--- src/rtl/mem_port_arb_pkg.sv ---
// mem_port_arb_pkg
// Shared definitions for the memory port arbiter:
//   - state_t : FSM state encoding (IDLE / REQ / RESP, 2 bits)
//   - clog2   : ceiling log2, sizes the grant index and the round-robin pointer
package mem_port_arb_pkg;

  typedef enum logic [1:0] {
    ST_IDLE = 2'd0,
    ST_REQ  = 2'd1,
    ST_RESP = 2'd2
  } state_t;

  // Smallest r with 2**r >= n; callers always pass n >= 2.
  function automatic int clog2(input int n);
    int r;
    r = 0;
    while ((1 << r) < n) r = r + 1;
    return r;
  endfunction

endpackage

--- src/rtl/mem_port_arbiter_if.sv ---
// mem_port_arbiter_if
// Bundles the NUM_CH sram-like master channels and the single sram-like
// memory port of the arbiter.
//   Master side : m_req, m_wr, m_sel, m_addr, m_wdata (channel i at slice i)
//                 m_addr_ok, m_data_ok (per channel), m_rdata (shared)
//   Memory side : s_req, s_wr, s_sel, s_addr, s_wdata
//                 s_addr_ok, s_data_ok, s_rdata
// Modports:
//   slave  - used by the arbiter (accepts master requests, drives memory side)
//   master - used by the environment (masters plus memory model)
interface mem_port_arbiter_if #(
  parameter int NUM_CH = 2,
  parameter int ADDR_W = 32,
  parameter int DATA_W = 32
);
  localparam int SEL_W = DATA_W / 8;

  logic [NUM_CH-1:0]        m_req;
  logic [NUM_CH-1:0]        m_wr;
  logic [NUM_CH*SEL_W-1:0]  m_sel;
  logic [NUM_CH*ADDR_W-1:0] m_addr;
  logic [NUM_CH*DATA_W-1:0] m_wdata;
  logic [NUM_CH-1:0]        m_addr_ok;
  logic [NUM_CH-1:0]        m_data_ok;
  logic [DATA_W-1:0]        m_rdata;

  logic                     s_req;
  logic                     s_wr;
  logic [SEL_W-1:0]         s_sel;
  logic [ADDR_W-1:0]        s_addr;
  logic [DATA_W-1:0]        s_wdata;
  logic                     s_addr_ok;
  logic                     s_data_ok;
  logic [DATA_W-1:0]        s_rdata;

  modport slave (
    input  m_req, m_wr, m_sel, m_addr, m_wdata,
    output m_addr_ok, m_data_ok, m_rdata,
    output s_req, s_wr, s_sel, s_addr, s_wdata,
    input  s_addr_ok, s_data_ok, s_rdata
  );

  modport master (
    output m_req, m_wr, m_sel, m_addr, m_wdata,
    input  m_addr_ok, m_data_ok, m_rdata,
    input  s_req, s_wr, s_sel, s_addr, s_wdata,
    output s_addr_ok, s_data_ok, s_rdata
  );

endinterface

--- src/rtl/mem_port_arb_pick.sv ---
// mem_port_arb_pick
// Purely combinational channel picker. Scans the request vector starting at
// index 'start' and wrapping past NUM_CH-1 back to 0; the first set bit wins.
//   req   in  NUM_CH  request vector
//   start in  IDX_W   first index examined (0 gives fixed priority)
//   idx   out IDX_W   winning channel (0 when nothing requests)
//   valid out 1       at least one request is set
module mem_port_arb_pick
  import mem_port_arb_pkg::*;
#(
  parameter int NUM_CH = 2
) (
  input  logic [NUM_CH-1:0]         req,
  input  logic [clog2(NUM_CH)-1:0]  start,
  output logic [clog2(NUM_CH)-1:0]  idx,
  output logic                      valid
);
  localparam int IDX_W = clog2(NUM_CH);

  // One spare bit so start+i can exceed NUM_CH-1 before the wrap is applied.
  logic [IDX_W:0] pos;

  // Walk the channels in search order; the first requester found wins.
  always_comb begin
    idx   = '0;
    valid = 1'b0;
    pos   = '0;
    for (int i = 0; i < NUM_CH; i++) begin
      pos = {1'b0, start} + (IDX_W+1)'(i);
      if (pos >= (IDX_W+1)'(NUM_CH)) pos = pos - (IDX_W+1)'(NUM_CH);
      if (!valid && req[pos[IDX_W-1:0]]) begin
        valid = 1'b1;
        idx   = pos[IDX_W-1:0];
      end
    end
  end

endmodule

--- src/rtl/mem_port_arbiter.sv ---
// mem_port_arbiter
// Arbitrates NUM_CH sram-like master channels onto a single sram-like memory
// port, one transaction at a time, and routes each response back to the
// master that issued it.
// Ports:
//   clk  in   system clock, rising edge
//   rst  in   synchronous active-high reset
//   bus  slave modport of mem_port_arbiter_if (master channels + memory port)
//   busy out  high whenever the FSM is not IDLE
// Build option:
//   MEM_PORT_ARB_RR_EN - round-robin arbitration with a last-grant pointer;
//                        when undefined, lowest channel index wins.
module mem_port_arbiter
  import mem_port_arb_pkg::*;
#(
  parameter int NUM_CH = 2,
  parameter int ADDR_W = 32,
  parameter int DATA_W = 32
) (
  input  logic                clk,
  input  logic                rst,
  mem_port_arbiter_if.slave   bus,
  output logic                busy
);
  localparam int SEL_W = DATA_W / 8;
  localparam int IDX_W = clog2(NUM_CH);

  state_t             state, next_state;
  logic [IDX_W-1:0]   grant;
  logic [IDX_W-1:0]   pick_idx;
  logic [IDX_W-1:0]   start_idx;
  logic               pick_valid;
  logic               take;

  logic               wr_q;
  logic [SEL_W-1:0]   sel_q;
  logic [ADDR_W-1:0]  addr_q;
  logic [DATA_W-1:0]  wdata_q;

  logic               wr_in;
  logic [SEL_W-1:0]   sel_in;
  logic [ADDR_W-1:0]  addr_in;
  logic [DATA_W-1:0]  wdata_in;

  logic [NUM_CH-1:0]  addr_ok;
  logic [NUM_CH-1:0]  data_ok;
  logic               s_req_c;

`ifdef MEM_PORT_ARB_RR_EN
  logic [IDX_W-1:0]   lg;

  // Last-grant pointer: starts at the top channel so the first search begins at 0.
  always_ff @(posedge clk) begin
    if (rst)       lg <= IDX_W'(NUM_CH-1);
    else if (take) lg <= pick_idx;
  end

  assign start_idx = (lg == IDX_W'(NUM_CH-1)) ? '0 : lg + IDX_W'(1);
`else
  assign start_idx = '0;
`endif

  mem_port_arb_pick #(.NUM_CH(NUM_CH)) u_pick (
    .req   (bus.m_req),
    .start (start_idx),
    .idx   (pick_idx),
    .valid (pick_valid)
  );

  // Select the winning channel's payload so it can be latched on the grant.
  always_comb begin
    wr_in    = 1'b0;
    sel_in   = '0;
    addr_in  = '0;
    wdata_in = '0;
    for (int i = 0; i < NUM_CH; i++) begin
      if (pick_idx == IDX_W'(i)) begin
        wr_in    = bus.m_wr[i];
        sel_in   = bus.m_sel[i*SEL_W +: SEL_W];
        addr_in  = bus.m_addr[i*ADDR_W +: ADDR_W];
        wdata_in = bus.m_wdata[i*DATA_W +: DATA_W];
      end
    end
  end

  // State, grant and latched request. The latched copy is what drives the
  // memory side, so masters are free to change their inputs after addr_ok.
  always_ff @(posedge clk) begin
    if (rst) begin
      state   <= ST_IDLE;
      grant   <= '0;
      wr_q    <= 1'b0;
      sel_q   <= '0;
      addr_q  <= '0;
      wdata_q <= '0;
    end else begin
      state <= next_state;
      if (take) begin
        grant   <= pick_idx;
        wr_q    <= wr_in;
        sel_q   <= sel_in;
        addr_q  <= addr_in;
        wdata_q <= wdata_in;
      end
    end
  end

  // Next state and handshake pulses. Pulses are suppressed while reset is
  // high so an abandoned transaction never reports completion; a data_ok
  // arriving in IDLE is a stale response and is simply ignored.
  always_comb begin
    next_state = state;
    addr_ok    = '0;
    data_ok    = '0;
    s_req_c    = 1'b0;
    take       = 1'b0;
    case (state)
      ST_IDLE: begin
        if (pick_valid) begin
          take              = 1'b1;
          addr_ok[pick_idx] = 1'b1;
          next_state        = ST_REQ;
        end
      end
      ST_REQ: begin
        s_req_c = 1'b1;
        if (bus.s_addr_ok) begin
          if (bus.s_data_ok) begin
            data_ok[grant] = 1'b1;
            next_state     = ST_IDLE;
          end else begin
            next_state = ST_RESP;
          end
        end
      end
      ST_RESP: begin
        if (bus.s_data_ok) begin
          data_ok[grant] = 1'b1;
          next_state     = ST_IDLE;
        end
      end
      default: next_state = ST_IDLE;
    endcase
    if (rst) begin
      addr_ok = '0;
      data_ok = '0;
      s_req_c = 1'b0;
      take    = 1'b0;
    end
  end

  assign bus.m_addr_ok = addr_ok;
  assign bus.m_data_ok = data_ok;
  assign bus.m_rdata   = (|data_ok) ? bus.s_rdata : '0;
  assign bus.s_req     = s_req_c;
  assign bus.s_wr      = wr_q;
  assign bus.s_sel     = sel_q;
  assign bus.s_addr    = addr_q;
  assign bus.s_wdata   = wdata_q;
  assign busy          = (state != ST_IDLE);

endmodule

--- src/flat_wrapper.sv ---
// flat-port wrapper written by rule: the top's interface ports become plain ports
module mem_port_arbiter_flat import mem_port_arb_pkg::*;
#(
  parameter int NUM_CH = 2,
  parameter int ADDR_W = 32,
  parameter int DATA_W = 32
)
  (clk, rst, busy, bus_m_req, bus_m_wr, bus_m_sel, bus_m_addr, bus_m_wdata, bus_m_addr_ok, bus_m_data_ok, bus_m_rdata, bus_s_req, bus_s_wr, bus_s_sel, bus_s_addr, bus_s_wdata, bus_s_addr_ok, bus_s_data_ok, bus_s_rdata);
  mem_port_arbiter_if #(.NUM_CH(NUM_CH), .ADDR_W(ADDR_W), .DATA_W(DATA_W)) bus_i ();
  input  logic clk;
  input  logic rst;
  output logic busy;
  input wire logic [$bits(bus_i.m_req)-1:0] bus_m_req;
  input wire logic [$bits(bus_i.m_wr)-1:0] bus_m_wr;
  input wire logic [$bits(bus_i.m_sel)-1:0] bus_m_sel;
  input wire logic [$bits(bus_i.m_addr)-1:0] bus_m_addr;
  input wire logic [$bits(bus_i.m_wdata)-1:0] bus_m_wdata;
  output wire logic [$bits(bus_i.m_addr_ok)-1:0] bus_m_addr_ok;
  output wire logic [$bits(bus_i.m_data_ok)-1:0] bus_m_data_ok;
  output wire logic [$bits(bus_i.m_rdata)-1:0] bus_m_rdata;
  output wire logic [$bits(bus_i.s_req)-1:0] bus_s_req;
  output wire logic [$bits(bus_i.s_wr)-1:0] bus_s_wr;
  output wire logic [$bits(bus_i.s_sel)-1:0] bus_s_sel;
  output wire logic [$bits(bus_i.s_addr)-1:0] bus_s_addr;
  output wire logic [$bits(bus_i.s_wdata)-1:0] bus_s_wdata;
  input wire logic [$bits(bus_i.s_addr_ok)-1:0] bus_s_addr_ok;
  input wire logic [$bits(bus_i.s_data_ok)-1:0] bus_s_data_ok;
  input wire logic [$bits(bus_i.s_rdata)-1:0] bus_s_rdata;
  assign bus_i.m_req = bus_m_req;
  assign bus_i.m_wr = bus_m_wr;
  assign bus_i.m_sel = bus_m_sel;
  assign bus_i.m_addr = bus_m_addr;
  assign bus_i.m_wdata = bus_m_wdata;
  assign bus_m_addr_ok = bus_i.m_addr_ok;
  assign bus_m_data_ok = bus_i.m_data_ok;
  assign bus_m_rdata = bus_i.m_rdata;
  assign bus_s_req = bus_i.s_req;
  assign bus_s_wr = bus_i.s_wr;
  assign bus_s_sel = bus_i.s_sel;
  assign bus_s_addr = bus_i.s_addr;
  assign bus_s_wdata = bus_i.s_wdata;
  assign bus_i.s_addr_ok = bus_s_addr_ok;
  assign bus_i.s_data_ok = bus_s_data_ok;
  assign bus_i.s_rdata = bus_s_rdata;
  mem_port_arbiter #(.NUM_CH(NUM_CH), .ADDR_W(ADDR_W), .DATA_W(DATA_W)) u_core (.clk(clk), .rst(rst), .bus(bus_i), .busy(busy));
endmodule
--- config.mk ---
export PLATFORM = sky130hd
export DESIGN_NAME = mem_port_arbiter_flat
export DESIGN_NICKNAME = d
export VERILOG_FILES = /design/src/rtl/mem_port_arb_pkg.sv /design/src/rtl/mem_port_arbiter_if.sv /design/src/rtl/mem_port_arb_pick.sv /design/src/rtl/mem_port_arbiter.sv /design/src/flat_wrapper.sv
export SDC_FILE = /design/constraint.sdc
export NUM_CORES = 1
export LEC_CHECK = 0
export CAP_MARGIN = 20
export CORE_AREA = 2 2 109 111
export CTS_CLUSTER_DIAMETER = 30
export DETAILED_ROUTE_END_ITERATION = 16
export DIE_AREA = 0 0 111 113
export PLACE_DENSITY = 0.81
export SLEW_MARGIN = 20
export SYNTH_ARGS = -nofsm -noshare
export SYNTH_HDL_FRONTEND = slang
export SYNTH_SLANG_ARGS = --single-unit
--- constraint.sdc ---
create_clock -name clk -period 4.5 [get_ports clk]
set_input_delay 0.45 -clock clk [delete_from_list [all_inputs] [get_ports clk]]
set_output_delay 0.45 -clock clk [all_outputs]
set_load 0.02 [all_outputs]
Word level (Yosys, flattened, before mapping). Index checks and enable logic that the tools add are counted.

Equal/unequal tests: 5. Reduce and logical (&&, ||, !) cells: 8. Mux-type cells: 29. Order comparisons: 4.

Operator list (number): 32-bit two-way mux (3); 2-bit two-way mux (10); 1-bit two-way mux (11); 2-bit one-hot mux with 3 select lines (1); 1-bit by 2-bit < comparator with 1-bit output, second input constant (2); 4-bit two-way mux (1); 2-bit != test, second input constant (2); 2-bit one-hot mux with 2 select lines (1); 1-bit logical AND (3); 3-bit AND reduction (1); 1-bit demux with 1-bit select (2); 2-bit by 1-bit equality test with 1-bit output, second input constant (1); 2-bit equality test, second input constant (1); 1-bit greater-or-equal comparator, second input constant (2); 2-bit zero test (1); 2-bit by 1-bit != test with 1-bit output, second input constant (1); 2-bit nonzero test (1); 2-bit OR reduction (1); 1-bit zero test (1).

Bits of input ports: 176. Logic and storage cells: 52. Bits in registers: 72. Output and inout port bits: 107.

Depth between registers and ports, before layout. Gate-level depths: netlist of the first run.

Depth after elaboration: 11. Gate-level depth with buffers: 7. Gate-level depth less buffers: 5.

Cells and area by module. Synthesis of the first run repeated with hierarchy kept, for this count alone.

Cell total of the unflattened synthesis: 383. Area total of the unflattened synthesis: 3572.2 um2.

By module, submodules not included: mem_port_arbiter (area an instance 3554.7 um2, cells each 380, times used 1, seq. area each 1441.4 um2); mem_port_arb_pick (area an instance 17.5 um2, cells each 3, times used 1, seq. area each 0.0 um2).

Worst setup path before layout of the first run. OpenSTA, ideal clock, no wires.

Path type: register -> output. Start point: register u_core.state[0]. End point: output bus_m_rdata[10]. Path buffers: 1. Arrival time: 1.485 ns. Setup slack: 2.565 ns. Stages on the path, launching flop included: 7. Data required time: 4.050 ns. Cell sequence: dfxtp_1 inv_1 ha_1 nand3b_1 a211oi_2 clkbuf_2 and2_1.

Cells in the longest elaborated chain, start to end: 5. Elaborated cells between the ends (all ways): 6. Those cells by class: eq/ne: 2; mux: 3; reduce/logical: 1.

Ends and longest elaborated chain: start: declaration (RTL line mem_port_arbiter.sv:28) `state_t state, next_state;`; start signal: assignment (RTL line mem_port_arbiter.sv:97) `state <= next_state;`; 2-bit equality test / 2-bit by 1-bit equality test with 1-bit output (equally long branches) (RTL line mem_port_arbiter.sv:117) `case (state)`; 2-bit one-hot mux with 2 select lines (*) (RTL line mem_port_arbiter.sv:117); 2-bit two-way mux (*) (RTL line mem_port_arbiter.sv:144) `if (rst) begin`; 2-bit OR reduction (*) (RTL line mem_port_arbiter.sv:154) `assign bus.m_rdata = (|data_ok) ? bus.s_rdata : '0;`; 32-bit two-way mux (*) (RTL line mem_port_arbiter.sv:154); end: declaration (RTL line flat_wrapper.sv:20) `output wire logic [$bits(bus_i.m_rdata)-1:0] bus_m_rdata;`.

Mark *: on every way between the ends. The rest lies on a longest branch, timed or not.

Worst setup path after layout of the first run.
Start point: register u_core.state[0]. End point: output busy.

Cells in the longest elaborated chain, start to end: 1.

Ends and longest elaborated chain: 2-bit nonzero test (RTL line mem_port_arbiter.sv:160) `assign busy = (state != ST_IDLE);`; end: declaration (RTL line flat_wrapper.sv:12) `output logic busy;`.

No other way between the ends.

==> report_table.html, run 1 <==
<table>
<tr><th>Metric</th><th>Value</th></tr>
<tr><th colspan="2">Synth</th></tr>
<tr><td>Synthesized area divided by synthesized cell count</td><td>9.91 µm²</td></tr>
<tr><td>Post-synthesis cell count</td><td>395</td></tr>
<tr><td>Number of different library cells in the post-synthesis netlist</td><td>28</td></tr>
<tr><td>Synthesized flop and latch total</td><td>72</td></tr>
<tr><td>Total nets after synthesis</td><td>576</td></tr>
<tr><td>Post-synth ARST share</td><td>0%</td></tr>
<tr><td>Dominant synthesized flop cell</td><td>sky130_fd_sc_hd__dfxtp_1</td></tr>
<tr><td>Register area share after synthesis</td><td>36.8%</td></tr>
<tr><td>Number of flops mapped to enable cells by yosys</td><td>0</td></tr>
<tr><td>YS warnings</td><td>0</td></tr>
<tr><td>Netlist Area Pre-Place</td><td>3920 µm²</td></tr>
<tr><th colspan="2">Floorplanning</th></tr>
<tr><td>Chip height</td><td>113 µm</td></tr>
<tr><td>I/O pin cnt</td><td>283</td></tr>
<tr><td>Number of core rows</td><td>39</td></tr>
<tr><td>Placeable Area</td><td>11,300 µm²</td></tr>
<tr><td>Initial Util</td><td>34.7%</td></tr>
<tr><td>Width of the chip</td><td>111 µm</td></tr>
<tr><td>Die footprint</td><td>12,500 µm²</td></tr>
<tr><th colspan="2">Routing</th></tr>
<tr><td>Amount of wire on met3 after detailed routing</td><td>1060 µm</td></tr>
<tr><td>Antenna violation net count after detailed routing</td><td>0</td></tr>
<tr><td>Final routed wire length divided by cell count</td><td>17.5 µm</td></tr>
<tr><td>Vias after detailed routing</td><td>4,131</td></tr>
<tr><td>Amount of wire on met2 after detailed routing</td><td>7170 µm</td></tr>
<tr><td>Uppermost routed layer</td><td>met4</td></tr>
<tr><td>Total wire length after detailed routing</td><td>13,900 µm</td></tr>
<tr><td>DRT Pass-1 Iters</td><td>4</td></tr>
<tr><td># DRC</td><td>0</td></tr>
<tr><td>Initial DRC count</td><td>188</td></tr>
<tr><td>Post-route met1 wirelength</td><td>5180 µm</td></tr>
<tr><td>Ratio of routed vias to standard cells</td><td>5.22</td></tr>
<tr><th colspan="2">Timing</th></tr>
<tr><td>Max-slew headroom at the worst pin</td><td>49.3%</td></tr>
<tr><td>Setup repair after global routing missed its margin</td><td>no</td></tr>
<tr><td>Final count of negative-setup-slack endpoints</td><td>0</td></tr>
<tr><td>Slew of the pin with the lowest slew margin</td><td>0.761 ns</td></tr>
<tr><td>Peak Freq</td><td>336 MHz</td></tr>
<tr><td>Total Negative Setup Slacks</td><td>0 ns</td></tr>
<tr><td>Final-report hold violation count</td><td>0</td></tr>
<tr><td>Worst hold slack after final layout</td><td>0.486 ns</td></tr>
<tr><td>Clock Skew</td><td>0.00349 ns</td></tr>
<tr><td>Final count of pins violating max slew</td><td>0</td></tr>
<tr><td>Tcrit/Tclk final</td><td>66.1%</td></tr>
<tr><td>Final critical delay including setup and external delays</td><td>2.97 ns</td></tr>
<tr><th colspan="2">Clock tree</th></tr>
<tr><td>Total CTS buffers</td><td>9</td></tr>
<tr><td>CTS hold repair buffers</td><td>0</td></tr>
<tr><td>CTS resizes</td><td>0</td></tr>
<tr><td>Clock transition time at the flip-flop clock pins of the worst setup and hold paths</td><td>0.05 ns</td></tr>
<tr><td>Buffers inserted during post-CTS setup optimization</td><td>0</td></tr>
<tr><td># clock sinks</td><td>72</td></tr>
<tr><td>Library cell used as clock root buffer</td><td>sky130_fd_sc_hd__clkbuf_16</td></tr>
<tr><td>H-tree level count</td><td>3</td></tr>
<tr><td>TritonCTS clock tree</td><td>yes</td></tr>
<tr><td>Clock Tree Buf Depth</td><td>2</td></tr>
<tr><td>Source-to-sink clock delay at the later pin of the worst-skew pair</td><td>0.32 ns</td></tr>
<tr><th colspan="2">Layout</th></tr>
<tr><td>Finished Cell Area</td><td>6970 µm²</td></tr>
<tr><td>Leading cell type in the layout, fill and taps excluded</td><td>sky130_fd_sc_hd__clkdlybuf4s50_1</td></tr>
<tr><td>Number of antenna repair diodes</td><td>0</td></tr>
<tr><td>NumNets Final</td><td>828</td></tr>
<tr><td>Most used cells in the layout excluding fill and tap cells</td><td>sky130_fd_sc_hd__clkdlybuf4s50_1, sky130_fd_sc_hd__mux2i_1, sky130_fd_sc_hd__dfxtp_1</td></tr>
<tr><td>Total area of multi-input combinational cells</td><td>2180 µm²</td></tr>
<tr><td>Sequential cell area</td><td>1440 µm²</td></tr>
<tr><td>Share of cells above drive strength 1</td><td>7.09%</td></tr>
<tr><td>Area delta synth-&gt;final</td><td>78.0%</td></tr>
<tr><td>FILL cells</td><td>959</td></tr>
<tr><th colspan="2">Setup path</th></tr>
<tr><td>CP endpoint kind</td><td>output pin</td></tr>
<tr><td>Worst path bufs/invs</td><td>4</td></tr>
<tr><td>Setup crit start kind</td><td>flip-flop</td></tr>
<tr><td>Highest fanout seen on the critical path</td><td>70</td></tr>
<tr><td>Kind of cell adding the most delay to the critical path</td><td>buffers and inverters</td></tr>
<tr><td>Cell chain of the critical path</td><td>inv_1 &gt; ha_1 &gt; inv_2 &gt; buf_4 &gt; clkdlybuf4s50_1</td></tr>
<tr><td>Maximum single-stage delay on the critical path</td><td>0.74 ns</td></tr>
<tr><td>Required time at the worst-slack endpoint</td><td>4.05 ns</td></tr>
<tr><td>Slowest stage cell, crit path</td><td>sky130_fd_sc_hd__clkdlybuf4s50_1</td></tr>
<tr><td>R2R Path Start</td><td>u_core.state[0]$_SDFFE_PP0P_</td></tr>
<tr><td>Kind of critical path</td><td>reg -&gt; out</td></tr>
<tr><td>Worst setup path start</td><td>u_core.state[0]$_SDFFE_PP0P_</td></tr>
<tr><td>Arrival @ worst endpoint</td><td>2.52 ns</td></tr>
<tr><th colspan="2">Placement</th></tr>
<tr><td>Global placer's final weighted congestion</td><td>0.866</td></tr>
<tr><td>Estimated wirelength of the detail-placed design</td><td>10,500 µm</td></tr>
<tr><td>Number of buffers inserted by port buffering</td><td>282</td></tr>
<tr><td>Post-Place Cell Area</td><td>6710 µm²</td></tr>
<tr><th colspan="2">Power and ir drop</th></tr>
<tr><td>Total power density per cell area</td><td>345 nW/µm²</td></tr>
<tr><td>Cell leakage power</td><td>2.50 nW</td></tr>
<tr><td>Worst IR drop on VDD</td><td>176 µV</td></tr>
<tr><td>Power consumption</td><td>2.41 mW</td></tr>
<tr><th colspan="2">Flow run</th></tr>
<tr><td>Reported max-cap violation count</td><td>0</td></tr>
<tr><th colspan="2">Global route</th></tr>
<tr><td>Maximum number of pins on one net before global-route repair</td><td>77</td></tr>
<tr><td>Via count of the first global-routing pass</td><td>4,171</td></tr>
<tr><td>Combined global-route utilization of all metal layers</td><td>21.5%</td></tr>
<tr><td>Number of antenna violations at the first check in global routing</td><td>0</td></tr>
<tr><td>Wire length of the first global-routing pass</td><td>21,700 µm</td></tr>
<tr><td>Total global routing overflow</td><td>0</td></tr>
<tr><th colspan="2">Status</th></tr>
<tr><td>Run status</td><td>finished, final reports clean</td></tr>
<tr><th colspan="2">Worst hold path</th></tr>
<tr><td>Source of the worst hold timing path</td><td>u_core.state[1]$_SDFFE_PP0P_</td></tr>
<tr><td>Path class of the lowest-slack min-delay path</td><td>reg -&gt; reg</td></tr>
</table>
## path summary, 6_finish.rpt
path / to / slack, ns / cells after the start
min: u_core.state[1]$_SDFFE_PP0P_ / 0.49 / 2
max reg2reg: u_core.bus.s_wdata[25]$_SDFFE_PP0P_ / 2.49 / 5
min reg2reg: u_core.state[1]$_SDFFE_PP0P_ / 0.49 / 2
max: busy / 1.53 / 5
## cells in the mapped netlist, types with 2 or more instances
cell                        n  share of area, %
sky130_fd_sc_hd__and2_1    12               1.9
sky130_fd_sc_hd__dfxtp_1   72                37
sky130_fd_sc_hd__buf_2      7              0.89
sky130_fd_sc_hd__clkbuf_1  25               2.4
sky130_fd_sc_hd__mux2i_1   72                18
sky130_fd_sc_hd__a21oi_1    3              0.38
sky130_fd_sc_hd__o31ai_1   69                13
sky130_fd_sc_hd__buf_1      5              0.48
sky130_fd_sc_hd__o211ai_1  69                13
sky130_fd_sc_hd__nor2b_1    2              0.32
sky130_fd_sc_hd__nor2_1     2              0.19
sky130_fd_sc_hd__inv_1      6              0.58
sky130_fd_sc_hd__ha_1       5               1.6
sky130_fd_sc_hd__and3_1     2              0.32
sky130_fd_sc_hd__nand2_1    4              0.38
sky130_fd_sc_hd__clkbuf_2   3              0.38
sky130_fd_sc_hd__and2_2    20               3.8
sky130_fd_sc_hd__buf_8      7               2.7
## per-layer routing
metal	global-route usage (%)	vias up
li1	-	2015
met1	22.6	1915
met2	40.0	176
met3	5.68	25
met4	10.0	0
met5	0	-
## cells by family (layout without fill, tap and decap cells)
group | Yosys count | after routing | share of synthesized area, %
AO/OA/AOI/OAI | 144 | 144 | 27.6
multiplexers | 72 | 72 | 18.4
flip-flops | 72 | 72 | 36.8
buffers and inverters | 56 | 310 | 7.99
AND/OR/NAND/NOR | 46 | 46 | 7.60
adder cells (fa/ha/maj) | 5 | 5 | 1.60
## per-stage QoR
step / utilization, % / instances / worst slack [ns]
floorplan: - / 395 / 2.56
global placement: 59.5 / 779 / 1.70
detailed placement: 59.5 / 779 / 1.61
CTS: 61.8 / 792 / 1.51
global route: 61.8 / 792 / 1.39
finish: 61.8 / 792 / 1.53
## flip-flops by register name, summed over array words and instances, names as in the netlist
signal	cells
u_core.bus.s_addr	32
u_core.bus.s_wdata	32
u_core.bus.s_sel	4
u_core.state	2
u_core.bus.s_wr	1
u_core.grant	1
## worst register-to-register path: stages (launching register included)
cell and delay (ns):
sky130_fd_sc_hd__dfxtp_1 0.38, sky130_fd_sc_hd__inv_1 0.10, sky130_fd_sc_hd__ha_1 0.31, sky130_fd_sc_hd__nand2_2 0.31, sky130_fd_sc_hd__buf_4 0.55, sky130_fd_sc_hd__o31ai_1 0.22
## where the power goes
group | switching [mW] | internal (mW)
Clock | 0.245 | 0.393
Sequential | 0.0634 | 0.755
Combinational | 0.492 | 0.459
Total | 0.800 | 1.61
## final cells by class
cell class | count | share of cell area (%)
clock buffer | 12 | 3.68
clock inverter | 1 | 0.0718
inverter | 7 | 0.377
multi-input combinational | 267 | 31.3
sequential | 72 | 20.7
tap | 143 | 2.57
timing repair buffer | 290 | 41.4
No activity file was read; power rests on OpenSTA's default activity.
==> inputs of run 2 (changes only) <==
CORE_AREA = default   (was 2 2 109 111)
CORE_UTILIZATION = 32   (was default)
DIE_AREA = default   (was 0 0 111 113)
PLACE_DENSITY = 0.79   (was 0.81)
clock period = 2.7 ns   (was 4.5 ns; I/O delays follow)
==> report_table.html, run 2 (same netlist as run 1, synthesis figures left out) <==
<table>
<tr><th>Metric</th><th>Value</th></tr>
<tr><th colspan="2">Setup path</th></tr>
<tr><td>Setup crit start kind</td><td>flip-flop</td></tr>
<tr><td>CP endpoint kind</td><td>output pin</td></tr>
<tr><td>Required time at the worst-slack endpoint</td><td>2.43 ns</td></tr>
<tr><td>Arrival @ worst endpoint</td><td>2.18 ns</td></tr>
<tr><td>FF-to-FF path depth</td><td>6</td></tr>
<tr><td>R2r endpoint</td><td>u_core.bus.s_addr[15]$_SDFFE_PP0P_</td></tr>
<tr><td>Highest fanout seen on the critical path</td><td>32</td></tr>
<tr><td>Kind of critical path</td><td>reg -&gt; out</td></tr>
<tr><td>Worst-case register-to-register setup slack</td><td>0.75 ns</td></tr>
<tr><td>R2R Path Start</td><td>u_core.state[0]$_SDFFE_PP0P_</td></tr>
<tr><th colspan="2">Power and ir drop</th></tr>
<tr><td>Total power density per cell area</td><td>611 nW/µm²</td></tr>
<tr><td>P_int</td><td>2.95 mW</td></tr>
<tr><td>Combinational group share of total power</td><td>36.7%</td></tr>
<tr><td>Switching power</td><td>1.36 mW</td></tr>
<tr><td>Clock share of power</td><td>31.7%</td></tr>
<tr><td>Flop pwr share</td><td>31.6%</td></tr>
<tr><td>Worst IR drop on VDD</td><td>430 µV</td></tr>
<tr><td>Fraction of power spent switching nets</td><td>31.5%</td></tr>
<tr><td>Cell leakage power</td><td>2.70 nW</td></tr>
<tr><td>Power consumption</td><td>4.31 mW</td></tr>
<tr><th colspan="2">Clock tree</th></tr>
<tr><td>Total CTS buffers</td><td>9</td></tr>
<tr><td>Library cell used as clock root buffer</td><td>sky130_fd_sc_hd__clkbuf_16</td></tr>
<tr><td>H-tree level count</td><td>3</td></tr>
<tr><td># clock sinks</td><td>72</td></tr>
<tr><td>Clock transition time at the flip-flop clock pins of the worst setup and hold paths</td><td>0.05 ns</td></tr>
<tr><td>TritonCTS clock tree</td><td>yes</td></tr>
<tr><td>Buffers inserted during post-CTS setup optimization</td><td>0</td></tr>
<tr><td>Source-to-sink clock delay at the later pin of the worst-skew pair</td><td>0.32 ns</td></tr>
<tr><td>CTS resizes</td><td>32</td></tr>
<tr><td>CTS hold repair buffers</td><td>0</td></tr>
<tr><td>Clock Tree Buf Depth</td><td>2</td></tr>
<tr><th colspan="2">Placement</th></tr>
<tr><td>Estimated wirelength of the detail-placed design</td><td>10,200 µm</td></tr>
<tr><td>Number of buffers inserted by port buffering</td><td>282</td></tr>
<tr><td>Global placer's final weighted congestion</td><td>0.716</td></tr>
<tr><td>DP Worst Slack</td><td>0.227 ns</td></tr>
<tr><th colspan="2">Routing</th></tr>
<tr><td>Total wire length after detailed routing</td><td>13,500 µm</td></tr>
<tr><td># DRC</td><td>0</td></tr>
<tr><td>DRT Pass-1 Iters</td><td>4</td></tr>
<tr><td>Final routed wire length divided by cell count</td><td>16.9 µm</td></tr>
<tr><td>Vias after detailed routing</td><td>4,164</td></tr>
<tr><td>Ratio of routed vias to standard cells</td><td>5.21</td></tr>
<tr><td>Antenna violation net count after detailed routing</td><td>0</td></tr>
<tr><td>Initial DRC count</td><td>174</td></tr>
<tr><th colspan="2">Layout</th></tr>
<tr><td>Number of antenna repair diodes</td><td>0</td></tr>
<tr><td>NumNets Final</td><td>829</td></tr>
<tr><td>Leading cell type in the layout, fill and taps excluded</td><td>sky130_fd_sc_hd__clkdlybuf4s50_1</td></tr>
<tr><td>Share of cells above drive strength 1</td><td>7.66%</td></tr>
<tr><td>Most used cells in the layout excluding fill and tap cells</td><td>sky130_fd_sc_hd__clkdlybuf4s50_1, sky130_fd_sc_hd__mux2i_1, sky130_fd_sc_hd__dfxtp_1</td></tr>
<tr><td>Area delta synth-&gt;final</td><td>80.1%</td></tr>
<tr><th colspan="2">Global route</th></tr>
<tr><td>Total global routing overflow</td><td>0</td></tr>
<tr><td>Maximum number of pins on one net before global-route repair</td><td>70</td></tr>
<tr><td>Number of antenna violations at the first check in global routing</td><td>0</td></tr>
<tr><td>Combined global-route utilization of all metal layers</td><td>20.2%</td></tr>
<tr><td>Global-route met1 utilization</td><td>20.7%</td></tr>
<tr><td>Wire length of the first global-routing pass</td><td>20,400 µm</td></tr>
<tr><td>Global route hottest layer</td><td>met2</td></tr>
<tr><td>Global routing usage on met3</td><td>5.51%</td></tr>
<tr><td>GR Layer Usage met2</td><td>39.6%</td></tr>
<tr><td>Via count of the first global-routing pass</td><td>4,078</td></tr>
<tr><th colspan="2">Floorplanning</th></tr>
<tr><td>Initial Util</td><td>32.7%</td></tr>
<tr><td>Placeable Area</td><td>12,000 µm²</td></tr>
<tr><td>Die footprint</td><td>12,700 µm²</td></tr>
<tr><td>I/O pin cnt</td><td>283</td></tr>
<tr><td>Number of core rows</td><td>40</td></tr>
<tr><td>Chip height</td><td>113 µm</td></tr>
<tr><td>Width of the chip</td><td>113 µm</td></tr>
<tr><th colspan="2">Timing</th></tr>
<tr><td>Peak Freq</td><td>409 MHz</td></tr>
<tr><td>Max-slew headroom at the worst pin</td><td>51.4%</td></tr>
<tr><td>Tcrit/Tclk final</td><td>90.6%</td></tr>
<tr><td>Setup repair after global routing missed its margin</td><td>no</td></tr>
<tr><td>Final count of negative-setup-slack endpoints</td><td>0</td></tr>
<tr><td>Final-report hold violation count</td><td>0</td></tr>
<tr><td>Total Negative Setup Slacks</td><td>0 ns</td></tr>
<tr><td>Slew of the pin with the lowest slew margin</td><td>0.729 ns</td></tr>
<tr><td>Final count of pins violating max slew</td><td>0</td></tr>
<tr><td>Slack of the critical path</td><td>0.254 ns</td></tr>
<tr><td>Final critical delay including setup and external delays</td><td>2.45 ns</td></tr>
<tr><td>Clock Skew</td><td>0.00830 ns</td></tr>
<tr><th colspan="2">Worst hold path</th></tr>
<tr><td>Worst hold path cell count</td><td>2</td></tr>
<tr><td>Source of the worst hold timing path</td><td>u_core.state[1]$_SDFFE_PP0P_</td></tr>
<tr><td>Endpoint of the worst hold-timing path</td><td>u_core.state[1]$_SDFFE_PP0P_</td></tr>
<tr><td>Path class of the lowest-slack min-delay path</td><td>reg -&gt; reg</td></tr>
<tr><th colspan="2">Flow run</th></tr>
<tr><td>Reported max-cap violation count</td><td>0</td></tr>
<tr><th colspan="2">Status</th></tr>
<tr><td>Run status</td><td>finished, final reports clean</td></tr>
</table>
==> run 2: cell types whose count changed in the layout (fill, tap and decap cells not counted) <==
cell,delta
sky130_fd_sc_hd__clkinv_4,+1
sky130_fd_sc_hd__buf_4,-1
sky130_fd_sc_hd__bufinv_16,+3
sky130_fd_sc_hd__buf_12,+2
sky130_fd_sc_hd__clkdlybuf4s50_1,-32
sky130_fd_sc_hd__dlygate4sd2_1,+32
sky130_fd_sc_hd__clkbuf_8,-1
==> run 2: critical path, stage by stage (launching register included) <==
cell and delay, ns:
sky130_fd_sc_hd__dfxtp_1 0.40, sky130_fd_sc_hd__inv_1 0.10, sky130_fd_sc_hd__ha_1 0.29, sky130_fd_sc_hd__nand3b_1 0.14, sky130_fd_sc_hd__a211oi_2 0.26, sky130_fd_sc_hd__buf_12 0.20, sky130_fd_sc_hd__and2_2 0.15, sky130_fd_sc_hd__dlygate4sd2_1 0.32
==> run 2: how the worst max path moves through the flow <==
| stage | startpoint | endpoint | slack (ns) |
|---|---|---|---|
| final | u_core.state[0]$_SDFFE_PP0P_ | bus_m_rdata[15] | 0.25 |
| after global routing | u_core.state[0]$_SDFFE_PP0P_ | bus_m_rdata[21] | 0.13 |
| after detailed placement | rst | bus_m_rdata[22] | 0.23 |
| after CTS | u_core.state[0]$_SDFFE_PP0P_ | bus_m_rdata[22] | 0.22 |
| after floorplan | u_core.state[0]$_SDFFE_PP0P_ | bus_m_rdata[10] | 0.94 |
| after global placement | rst | bus_m_rdata[11] | 0.28 |
==> run 2: cell type report <==
| type | instances | area [µm²] |
|---|---|---|
| clock buffer | 11 | 243 |
| clock inverter | 5 | 104 |
| fill | 1038 | 4910 |
| inverter | 7 | 26.3 |
| multi-input combinational | 267 | 2180 |
| sequential | 72 | 1440 |
| tap | 147 | 184 |
| timing repair buffer | 291 | 2880 |
==> run 2: through the flow <==
step	utilization, %	hold slack [ns]	instances	cell area (µm²)
floorplan	-	0.343	395	3920
global placement	56.4	0.463	784	6750
detailed placement	56.4	0.478	784	6750
CTS	59.0	0.486	800	7050
global route	59.0	0.509	800	7050
finish	59.0	0.485	800	7050
==> run 2: routing by layer <==
layer	wire length [µm]	up-vias
li1	-	2025
met1	5070	1939
met2	7140	185
met3	1000	15
met4	272	0
met5	0	-
==> run 2: power by group through the flow <==
stage	Combinational [mW]	Sequential, mW	Clock, mW
final	1.58	1.36	1.37
after CTS	1.60	1.36	1.40
after detailed placement	1.60	1.38	0
after global placement	1.57	1.37	0
after global routing	1.68	1.38	1.45
after floorplan	0.572	1.60	0
==> inputs of run 3 (changes only) <==
PLACE_DENSITY = 0.82   (was 0.79)
==> report_table.html, run 3 (same netlist as run 1, synthesis figures left out) <==
<table>
<tr><th>Metric</th><th>Value</th></tr>
<tr><th colspan="2">Timing</th></tr>
<tr><td>Slew of the pin with the lowest slew margin</td><td>0.714 ns</td></tr>
<tr><td>Final critical delay including setup and external delays</td><td>2.50 ns</td></tr>
<tr><td>Setup repair after global routing missed its margin</td><td>no</td></tr>
<tr><td>Worst hold slack after final layout</td><td>0.491 ns</td></tr>
<tr><td>Final count of pins violating max slew</td><td>0</td></tr>
<tr><td>Tcrit/Tclk final</td><td>92.6%</td></tr>
<tr><td>Total Negative Setup Slacks</td><td>0 ns</td></tr>
<tr><td>Max-slew headroom at the worst pin</td><td>52.4%</td></tr>
<tr><td>Final-report hold violation count</td><td>0</td></tr>
<tr><td>Final count of negative-setup-slack endpoints</td><td>0</td></tr>
<tr><td>Peak Freq</td><td>400 MHz</td></tr>
<tr><td>Clock Skew</td><td>0.00521 ns</td></tr>
<tr><th colspan="2">Layout</th></tr>
<tr><td>Leading cell type in the layout, fill and taps excluded</td><td>sky130_fd_sc_hd__clkdlybuf4s50_1</td></tr>
<tr><td>NumNets Final</td><td>831</td></tr>
<tr><td>Share of the core filled with cells</td><td>58.7%</td></tr>
<tr><td>Number of antenna repair diodes</td><td>0</td></tr>
<tr><td>Area delta synth-&gt;final</td><td>79.3%</td></tr>
<tr><td>Most used cells in the layout excluding fill and tap cells</td><td>sky130_fd_sc_hd__clkdlybuf4s50_1, sky130_fd_sc_hd__mux2i_1, sky130_fd_sc_hd__dfxtp_1</td></tr>
<tr><td>Final std cells w/o fill</td><td>801</td></tr>
<tr><td>Share of cells above drive strength 1</td><td>7.80%</td></tr>
<tr><th colspan="2">Routing</th></tr>
<tr><td>Initial DRC count</td><td>139</td></tr>
<tr><td>Final routed wire length divided by cell count</td><td>17.4 µm</td></tr>
<tr><td>Vias after detailed routing</td><td>4,147</td></tr>
<tr><td>Total wire length after detailed routing</td><td>13,900 µm</td></tr>
<tr><td># DRC</td><td>0</td></tr>
<tr><td>DRT Pass-1 Iters</td><td>4</td></tr>
<tr><td>Ratio of routed vias to standard cells</td><td>5.18</td></tr>
<tr><td>Antenna violation net count after detailed routing</td><td>0</td></tr>
<tr><th colspan="2">Clock tree</th></tr>
<tr><td>Source-to-sink clock delay at the later pin of the worst-skew pair</td><td>0.33 ns</td></tr>
<tr><td>H-tree level count</td><td>3</td></tr>
<tr><td>Clock transition time at the flip-flop clock pins of the worst setup and hold paths</td><td>0.06 ns</td></tr>
<tr><td>Clock Tree Buf Depth</td><td>2</td></tr>
<tr><td>Total CTS buffers</td><td>9</td></tr>
<tr><td>Library cell used as clock root buffer</td><td>sky130_fd_sc_hd__clkbuf_16</td></tr>
<tr><td># clock sinks</td><td>72</td></tr>
<tr><td>CTS hold repair buffers</td><td>0</td></tr>
<tr><td>TritonCTS clock tree</td><td>yes</td></tr>
<tr><th colspan="2">Placement</th></tr>
<tr><td>Number of buffers inserted by port buffering</td><td>282</td></tr>
<tr><td>Cells after DPL</td><td>786</td></tr>
<tr><td>Estimated wirelength of the detail-placed design</td><td>10,400 µm</td></tr>
<tr><td>Global placer's final weighted congestion</td><td>0.747</td></tr>
<tr><th colspan="2">Setup path</th></tr>
<tr><td>Kind of critical path</td><td>reg -&gt; out</td></tr>
<tr><td>Setup crit start kind</td><td>flip-flop</td></tr>
<tr><td>Kind of cell adding the most delay to the critical path</td><td>buffers and inverters</td></tr>
<tr><td>Cell chain of the critical path</td><td>inv_1 &gt; ha_1 &gt; nand3b_1 &gt; a211oi_2 &gt; buf_12 &gt; and2_2 &gt; dlygate4sd2_1</td></tr>
<tr><td>Arrival @ worst endpoint</td><td>2.23 ns</td></tr>
<tr><td>Required time at the worst-slack endpoint</td><td>2.43 ns</td></tr>
<tr><td>Slowest stage cell, crit path</td><td>sky130_fd_sc_hd__dfxtp_1</td></tr>
<tr><td>Worst path bufs/invs</td><td>3</td></tr>
<tr><td>Maximum single-stage delay on the critical path</td><td>0.40 ns</td></tr>
<tr><td>CP endpoint kind</td><td>output pin</td></tr>
<tr><td>Highest fanout seen on the critical path</td><td>32</td></tr>
<tr><td>Worst-case register-to-register setup slack</td><td>0.72 ns</td></tr>
<tr><th colspan="2">Global route</th></tr>
<tr><td>Number of antenna violations at the first check in global routing</td><td>0</td></tr>
<tr><td>Total global routing overflow</td><td>0</td></tr>
<tr><td>Via count of the first global-routing pass</td><td>4,224</td></tr>
<tr><td>Maximum number of pins on one net before global-route repair</td><td>70</td></tr>
<tr><td>Wire length of the first global-routing pass</td><td>21,600 µm</td></tr>
<tr><td>Combined global-route utilization of all metal layers</td><td>21.6%</td></tr>
<tr><th colspan="2">Floorplanning</th></tr>
<tr><td>Placeable Area</td><td>12,000 µm²</td></tr>
<tr><td>I/O pin cnt</td><td>283</td></tr>
<tr><td>Die footprint</td><td>12,700 µm²</td></tr>
<tr><td>Chip height</td><td>113 µm</td></tr>
<tr><td>Number of core rows</td><td>40</td></tr>
<tr><td>Width of the chip</td><td>113 µm</td></tr>
<tr><td>Initial Util</td><td>32.7%</td></tr>
<tr><th colspan="2">Status</th></tr>
<tr><td>Run status</td><td>finished, final reports clean</td></tr>
<tr><th colspan="2">Power and ir drop</th></tr>
<tr><td>Worst IR drop on VDD</td><td>301 µV</td></tr>
<tr><td>Total power density per cell area</td><td>589 nW/µm²</td></tr>
<tr><td>Cell leakage power</td><td>2.69 nW</td></tr>
<tr><th colspan="2">Flow run</th></tr>
<tr><td>Reported max-cap violation count</td><td>0</td></tr>
<tr><th colspan="2">Worst hold path</th></tr>
<tr><td>Path class of the lowest-slack min-delay path</td><td>reg -&gt; reg</td></tr>
</table>
run 3: cell count changes in the layout (fill, tap and decap cells not counted), sizes merged:
cell / change
buf: +2
bufinv: -2
clkinv: +1
run 3: timing repair:
action	4_1_cts	5_1_grt
endpoints found under the setup margin	32	0
resized for setup	32	0
buffers inserted	0	0
run 3: worst paths after layout:
path	end	start	cells past startpoint
worst min register to register	u_core.bus.s_addr[11]$_SDFFE_PP0P_	u_core.bus.s_addr[11]$_SDFFE_PP0P_	2
worst max register to register	u_core.bus.s_wdata[7]$_SDFFE_PP0P_	u_core.state[0]$_SDFFE_PP0P_	6
worst min-delay path	u_core.bus.s_addr[11]$_SDFFE_PP0P_	u_core.bus.s_addr[11]$_SDFFE_PP0P_	2
worst max-delay path	bus_m_rdata[11]	u_core.state[0]$_SDFFE_PP0P_	7
run 3: worst register-to-register path, cell delays in order, from the launching register on:
cell	delay, ns
sky130_fd_sc_hd__dfxtp_1	0.40
sky130_fd_sc_hd__inv_1	0.12
sky130_fd_sc_hd__ha_1	0.32
sky130_fd_sc_hd__inv_2	0.10
sky130_fd_sc_hd__buf_4	0.55
sky130_fd_sc_hd__o211ai_1	0.26
sky130_fd_sc_hd__o31ai_1	0.12
run 3: layer usage:
metal | GRT usage [%] | part of all wire [%]
met1 | 21.5 | 37
met2 | 41.8 | 52
met3 | 5.94 | 7.9
met4 | 9.16 | 2.6
met5 | 0 | 0
run 3: per-stage QoR:
step	power [mW]	setup WS, ns	cell area (µm²)
after CTS	4.16	0.180	7020
after detailed placement	3.00	0.188	6770
after floorplan	2.17	0.945	3920
after global routing	4.32	0.111	7020
final	4.13	0.201	7020
after global placement	2.95	0.278	6770
run 3: layout make-up:
cell class / count / area (µm²)
fillers: 1035 / 4940
well taps: 147 / 184
repair buffers: 293 / 2900
inverters: 7 / 26.3
flip-flops and latches: 72 / 1440
clock buffers: 11 / 243
multi-input cells: 267 / 2180
clock inverters: 4 / 45.0
run 3: where the power goes:
part           internal, mW  switching, mW
clock                 0.730          0.433
combinational         0.777          0.826
sequential             1.26          0.107
total                  2.77           1.37
